**config.mk**
```make
export PLATFORM = sky130hd
export DESIGN_NAME = multicycle_control
export DESIGN_NICKNAME = d
export VERILOG_FILES = /design/src/rtl/multicycle_control.sv
export SDC_FILE = /design/constraint.sdc
export NUM_CORES = 1
export LEC_CHECK = 0
export CAP_MARGIN = 0
export CORE_UTILIZATION = 32
export DETAILED_ROUTE_END_ITERATION = 16
export GPL_TIMING_DRIVEN = 0
export PLACE_DENSITY = 0.75
export SETUP_SLACK_MARGIN = 0.15
export SYNTH_ARGS = -nofsm -noshare
export SYNTH_HDL_FRONTEND = slang
export SYNTH_SLANG_ARGS = --single-unit
```
**constraint.sdc**
```tcl
create_clock -name clk -period 1.65 [get_ports clk]
set_clock_uncertainty 0.15 [all_clocks]
set_input_delay 0.495 -clock clk [delete_from_list [all_inputs] [get_ports clk]]
set_output_delay 0.495 -clock clk [all_outputs]
set_load 0.005 [all_outputs]
```
**src/rtl/multicycle_control.sv**
```systemverilog
// Multi-cycle MIPS control FSM: sequences fetch/decode/execute/memory/writeback with memory wait states.
// Optional jump instruction compiled in when the JUMP_EN macro is defined.
module multicycle_control #(
    parameter int unsigned MEM_WAIT = 0
) (
    input  logic       clk,
    input  logic       rst_n,
    input  logic [5:0] opcode,
    output logic       PCWrite,
    output logic       Branch,
    output logic       IorD,
    output logic       MemRead,
    output logic       MemWrite,
    output logic       IRWrite,
    output logic       RegDst,
    output logic       MemtoReg,
    output logic       RegWrite,
    output logic       ALUSrcA,
    output logic [1:0] ALUSrcB,
    output logic [1:0] ALUOp,
    output logic [1:0] PCSrc,
    output logic       instr_done,
    output logic       illegal_op,
    output logic [3:0] state
);

    localparam int unsigned CNT_W = 4;
    localparam int unsigned OP_W  = 6;

    localparam logic [OP_W-1:0] OP_RTYPE = 6'd0;
    localparam logic [OP_W-1:0] OP_LW    = 6'd35;
    localparam logic [OP_W-1:0] OP_SW    = 6'd43;
    localparam logic [OP_W-1:0] OP_BEQ   = 6'd4;
    localparam logic [OP_W-1:0] OP_ADDI  = 6'd8;
`ifdef JUMP_EN
    localparam logic [OP_W-1:0] OP_J     = 6'd2;
`endif

    typedef enum logic [3:0] {
        S_FETCH  = 4'd0,
        S_DECODE = 4'd1,
        S_MEMADR = 4'd2,
        S_MEMRD  = 4'd3,
        S_MEMWB  = 4'd4,
        S_MEMWR  = 4'd5,
        S_EXEC   = 4'd6,
        S_ALUWB  = 4'd7,
        S_BRANCH = 4'd8,
        S_ADDIEX = 4'd9,
`ifdef JUMP_EN
        S_ADDIWB = 4'd10,
        S_JUMP   = 4'd11
`else
        S_ADDIWB = 4'd10
`endif
    } state_t;

    state_t           r_state;
    state_t           w_next_state;
    logic [CNT_W-1:0] r_wait_cnt;
    logic [CNT_W-1:0] w_wait_cnt_next;
    logic             w_mem_state;
    logic             w_last_wait;

    // Memory-facing states are stretched by the wait counter.
    assign w_mem_state = (r_state == S_FETCH) || (r_state == S_MEMRD) || (r_state == S_MEMWR);
    assign w_last_wait = (r_wait_cnt >= CNT_W'(MEM_WAIT));

    assign w_wait_cnt_next = (w_mem_state && !w_last_wait) ? r_wait_cnt + CNT_W'(1)
                                                           : CNT_W'(0);

    assign state = r_state;

    always_ff @(posedge clk or negedge rst_n) begin
        if (!rst_n) begin
            r_state    <= S_FETCH;
            r_wait_cnt <= CNT_W'(0);
        end else begin
            r_state    <= w_next_state;
            r_wait_cnt <= w_wait_cnt_next;
        end
    end

    // Moore outputs from state/counter; DECODE additionally looks at opcode.
    always_comb begin
        w_next_state = S_FETCH;
        PCWrite      = 1'b0;
        Branch       = 1'b0;
        IorD         = 1'b0;
        MemRead      = 1'b0;
        MemWrite     = 1'b0;
        IRWrite      = 1'b0;
        RegDst       = 1'b0;
        MemtoReg     = 1'b0;
        RegWrite     = 1'b0;
        ALUSrcA      = 1'b0;
        ALUSrcB      = 2'b00;
        ALUOp        = 2'b00;
        PCSrc        = 2'b00;
        instr_done   = 1'b0;
        illegal_op   = 1'b0;

        case (r_state)
            S_FETCH: begin
                MemRead = 1'b1;
                ALUSrcB = 2'b01;
                if (w_last_wait) begin
                    IRWrite      = 1'b1;
                    PCWrite      = 1'b1;
                    w_next_state = S_DECODE;
                end else begin
                    w_next_state = S_FETCH;
                end
            end
            S_DECODE: begin
                ALUSrcB = 2'b11;
                case (opcode)
                    OP_RTYPE:     w_next_state = S_EXEC;
                    OP_LW, OP_SW: w_next_state = S_MEMADR;
                    OP_BEQ:       w_next_state = S_BRANCH;
                    OP_ADDI:      w_next_state = S_ADDIEX;
`ifdef JUMP_EN
                    OP_J:         w_next_state = S_JUMP;
`endif
                    default: begin
                        illegal_op   = 1'b1;
                        instr_done   = 1'b1;
                        w_next_state = S_FETCH;
                    end
                endcase
            end
            S_MEMADR: begin
                ALUSrcA      = 1'b1;
                ALUSrcB      = 2'b10;
                w_next_state = (opcode == OP_LW) ? S_MEMRD : S_MEMWR;
            end
            S_MEMRD: begin
                MemRead      = 1'b1;
                IorD         = 1'b1;
                w_next_state = w_last_wait ? S_MEMWB : S_MEMRD;
            end
            S_MEMWB: begin
                RegWrite   = 1'b1;
                MemtoReg   = 1'b1;
                instr_done = 1'b1;
            end
            S_MEMWR: begin
                MemWrite = 1'b1;
                IorD     = 1'b1;
                if (w_last_wait) begin
                    instr_done   = 1'b1;
                    w_next_state = S_FETCH;
                end else begin
                    w_next_state = S_MEMWR;
                end
            end
            S_EXEC: begin
                ALUSrcA      = 1'b1;
                ALUOp        = 2'b10;
                w_next_state = S_ALUWB;
            end
            S_ALUWB: begin
                RegWrite   = 1'b1;
                RegDst     = 1'b1;
                instr_done = 1'b1;
            end
            S_BRANCH: begin
                ALUSrcA    = 1'b1;
                ALUOp      = 2'b01;
                PCSrc      = 2'b01;
                Branch     = 1'b1;
                instr_done = 1'b1;
            end
            S_ADDIEX: begin
                ALUSrcA      = 1'b1;
                ALUSrcB      = 2'b10;
                w_next_state = S_ADDIWB;
            end
            S_ADDIWB: begin
                RegWrite   = 1'b1;
                instr_done = 1'b1;
            end
`ifdef JUMP_EN
            S_JUMP: begin
                PCWrite    = 1'b1;
                PCSrc      = 2'b10;
                instr_done = 1'b1;
            end
`endif
            default: w_next_state = S_FETCH;
        endcase
    end

    mem_excl_a: assert property (@(posedge clk) disable iff (!rst_n) !(MemRead && MemWrite));
`ifndef JUMP_EN
    no_jump_pcsrc_a: assert property (@(posedge clk) disable iff (!rst_n) PCSrc != 2'b10);
`endif

endmodule

```
Yosys cells after proc, flatten, opt, wreduce, memory -nomap -nowiden
Cells that the tools add are included.

Register bits: 8. Bits of input ports: 8. Output and inout port bits: 22. Logic and storage cells: 55.

Add/subtract/negate cells: 1. $lt $le $gt $ge: 1. Equality and inequality tests: 14. Multiplexer cells: 23. Reductions and logical operators: 14.

Operators by type and width (count): $pmux W4 S7 (1); $eq A4 B3 Y1 const B (4); $pmux W4 S4 (1); $mux W1 (14); $eq A4 B4 Y1 const B (3); $eq A6 B6 Y1 const B (2); $mux W3 (3); $eq A4 B2 Y1 const B (2); $reduce_or A2 Y1 (4); $reduce_or A4 Y1 (2); $eq A6 B3 Y1 const B (1); $eq A6 B4 Y1 const B (1); $logic_not A6 Y1 (1); $pmux W2 S3 (1); $reduce_or A5 Y1 (1); $add A4 B1 Y4 const B (1); $eq A4 B1 Y1 const B (1); $ge A4 B1 Y1 const B (1); $logic_not A4 Y1 (1); $mux W4 (1); $pmux W2 S2 (1); $pmux W1 S3 (1); $reduce_or A3 Y1 (1); $logic_or A1 B1 Y1 (2); 2 further kinds (2).

Longest topological paths before layout
Depth after elaboration: 5. Mapped depth: 4. Gate-level depth less buffers: 3.

Worst setup path before layout
No wires, ideal clock.

Path type: register -> output. Start point: register r_state[3], in the netlist state[3]. End point: output port PCWrite. Arrival time: 1184 ps. Required time: 1005 ps. Slack: -179 ps. Cell stages (with the launch flop): 4. Path buffers: 2. Cells stage by stage: dfrtp_1 > buf_2 > nor4_1 > buf_4.

Longest elaborated chain between the ends: 2.

Ends and longest elaborated chain: start: declaration (line 58) `state_t r_state;`; start signal: assignment (line 79) `r_state <= w_next_state;`; $logic_not A4 Y1; $mux W1; end: declaration (line 9) `output logic PCWrite,`.

Every way passes these cells.

Worst setup path in the final report
Start point: register r_state[3], in the netlist state[3]. End point: output port RegWrite.

Longest elaborated chain between the ends: 3. Elaborated cells on any way between the ends: 5. Classes of those cells: eq/ne: 3; mux: 1; reduce/logical: 1.

Ends and longest elaborated chain: $eq A4 B4 Y1 / $eq A4 B3 Y1 (equally long branches) (line 103) `case (r_state)`; $reduce_or A3 Y1 (no line) *; $mux W1 * (line 103); end: declaration (line 17) `output logic RegWrite,`.

Mark *: on every way between the ends. The rest lies on a longest branch, timed or not.

==> reports/metrics.cfg <==
[layout]
ff_latch_area_um2=103
fin_cells=135
mostFrequentLayoutCells=buf_6 (21), buf_4 (20), buf_2 (18), nor2_1 (4)
filler_cell_count=73
nNetsFinal=129
largest_reg_flops=4
drive_above_1_share_pct=77.5
final_common_cell=buf_6
syn_to_final_growth_pct=138
antenna_cells=0
multiInputGateArea_um2=467

[run_status]
violations=negative setup slack
status=finished, violations left

[place]
dp.cells=104
portBuffers=28
place_ws_ns=-1.10
hpwl_um=1010
gp_congestion=0.903

[logic_synthesis]
async_flop_share_pct=100
synthFlopType=dfrtp_1
seq_area_frac_synth_pct=20.8
synth.distinct_cells=34
avgSynthCellArea_um2=7.88
synthCells=61
synth_edf_count=0
yosysWarnings=0
syn_nets=69
syn_area_um2=480
synth-seq-cells=4

[timing]
finalMaxSlewViolations=0
rsz0062_at_grt=yes
setup_viol=18
min_period_ns=2.08
hold_viol_final=0
fin_ws_ns=-0.431
fmax_ghz=0.480
finalCritPeriodShare_pct=126

[critical_path]
regToRegEndpoint=state[1]
startpoint=state[3]
ff2ff_path_depth=6
max_stage_delay_ns=0.42
end_kind=output pin
worst_path_most_repeated_cell=buf_6
cp-start-kind=flip-flop
path_cells=buf_6 > or2b_1 > buf_6 > o22ai_2 > buf_2
critPathSlowestCell=dfrtp_2
worst-path-max-fanout=4
path_class=reg2out
rrSetupSlack_ns=0.01
worstPathArrival_ns=1.44
cp_data_required_time_ns=1.00
r2r_start=state[2]

[route]
via_count=757
drtIter0Drc=24
routed_wl_um=2520
wl_per_cell_um=18.7
ant_nets=0
drc_errors=0
drtPass1Iterations=4
via_per_inst=5.61

[cts]
clk_latency_ns=0.25
cts_made_buffers=3
clock_path_buffers=2
cts_sinks=4
clockRootBuffer=clkbuf_4
cts_tree=done
clk_pin_slew_worst_paths_ns=0.05
htreeDepth=1
cts_hold_buf=0

[global_routing]
grt_pass1_vias=662
grt_max_degree=11
track_usage_pct=28.8
grt_first_pass_wirelength_um=2930
grt_overflow=0
antenna_found_initial=0

[floorplan]
fp.coreArea_um2=1350
dieArea_um2=1660
core.rowCount=13
pin_count=30
die_y_um=40.8
start_util_pct=35.6
die_w_um=40.8

[job]
cap_violations=0

[power]
pwr_density_cell_nw_per_um2=982
irDropWorstVdd_mv=0.768
leakagePower_nw=0.553

[worst_hold_path]
min_path_type=in2async

[area by class of cell]
cell class	count	share of cell area, %
multi-input combinational	47	40.8
timing repair buffer	55	38.1
sequential	4	8.97
buffer	8	7.55
clock buffer	4	2.30
tap	15	1.64
inverter	2	0.656
[through the flow]
step / utilization, % / hold slack, ns / cell area [um2] / TNS (ns) / total power [W]
after floorplan: - / 0.0494 / 557 / -0.148 / 0.000485
after global placement: 63.4 / 0.537 / 856 / -8.44 / 0.000775
after detailed placement: 63.4 / 0.539 / 856 / -8.67 / 0.000781
after CTS: 78.1 / 0.305 / 1050 / -5.10 / 0.000949
after global routing: 84.7 / 0.304 / 1140 / -6.47 / 0.00118
final: 84.7 / 0.312 / 1140 / -5.67 / 0.00112
[synthesized netlist by cell type, types with 2 or more instances]
| master | number | area share (%) |
|---|---|---|
| o22ai_1 | 3 | 3.9 |
| nor2b_1 | 2 | 2.6 |
| dfrtp_1 | 4 | 21 |
| inv_1 | 2 | 1.6 |
| nor3_1 | 6 | 6.3 |
| a21oi_1 | 3 | 3.1 |
| buf_4 | 5 | 7.8 |
| and3_1 | 2 | 2.6 |
| nand2_1 | 2 | 1.6 |
| nand2b_1 | 2 | 2.6 |
| buf_2 | 2 | 2.1 |
| nor2_1 | 5 | 3.9 |
| o21ai_0 | 2 | 2.1 |
[cells by family (layout without fill, tap and decap cells)]
group / after synthesis / after routing / share of synthesized area, %
buf+inv: 10 / 69 / 13.8
other cells: 1 / 1 / 0.781
simple gates: 30 / 30 / 41.1
xor+xnor: 2 / 2 / 3.65
flops: 4 / 4 / 20.8
compound gates: 14 / 14 / 19.8
[how the worst max path moves through the flow]
stage / to / slack [ns] / cells past startpoint
after floorplan: instr_done / -0.08 / 3
after global placement: instr_done / -1.09 / 5
final: RegWrite / -0.43 / 5
after global routing: RegWrite / -0.48 / 5
after detailed placement: instr_done / -1.10 / 5
after CTS: MemtoReg / -0.39 / 5
[report_power, final]
part           switching (W)  leakage [nW]  total, W  internal [W]
Clock              0.0000571        0.0150  0.000149     0.0000919
Combinational       0.000373         0.488  0.000836      0.000463
Sequential         0.0000216        0.0501  0.000138      0.000117
Total               0.000452         0.553   0.00112      0.000672
[routing by layer]
| layer | vias to the layer above | part of all wire [%] | track usage (%) |
|---|---|---|---|
| li1 | 336 | - | - |
| met4 | 0 | 3.5 | 22.5 |
| met5 | - | 0 | 0 |
| met2 | 48 | 50 | 49.2 |
| met1 | 363 | 40 | 31.0 |
| met3 | 10 | 6.7 | 4.89 |
[worst max-delay path: cells and delay by family, from the launching register on]
| kind | cells | cell delay, ns |
|---|---|---|
| flops | 1 | 0.42 |
| simple gates | 1 | 0.27 |
| compound gates | 1 | 0.08 |
| buf+inv | 3 | 0.41 |
[repair_timing]
item,CTS,global route
pin swaps,10,11
resized for setup,127,18
endpoints found under the setup margin,24,22
buffers inserted,22,5
Note: power is estimated with default switching activity, not from simulation.
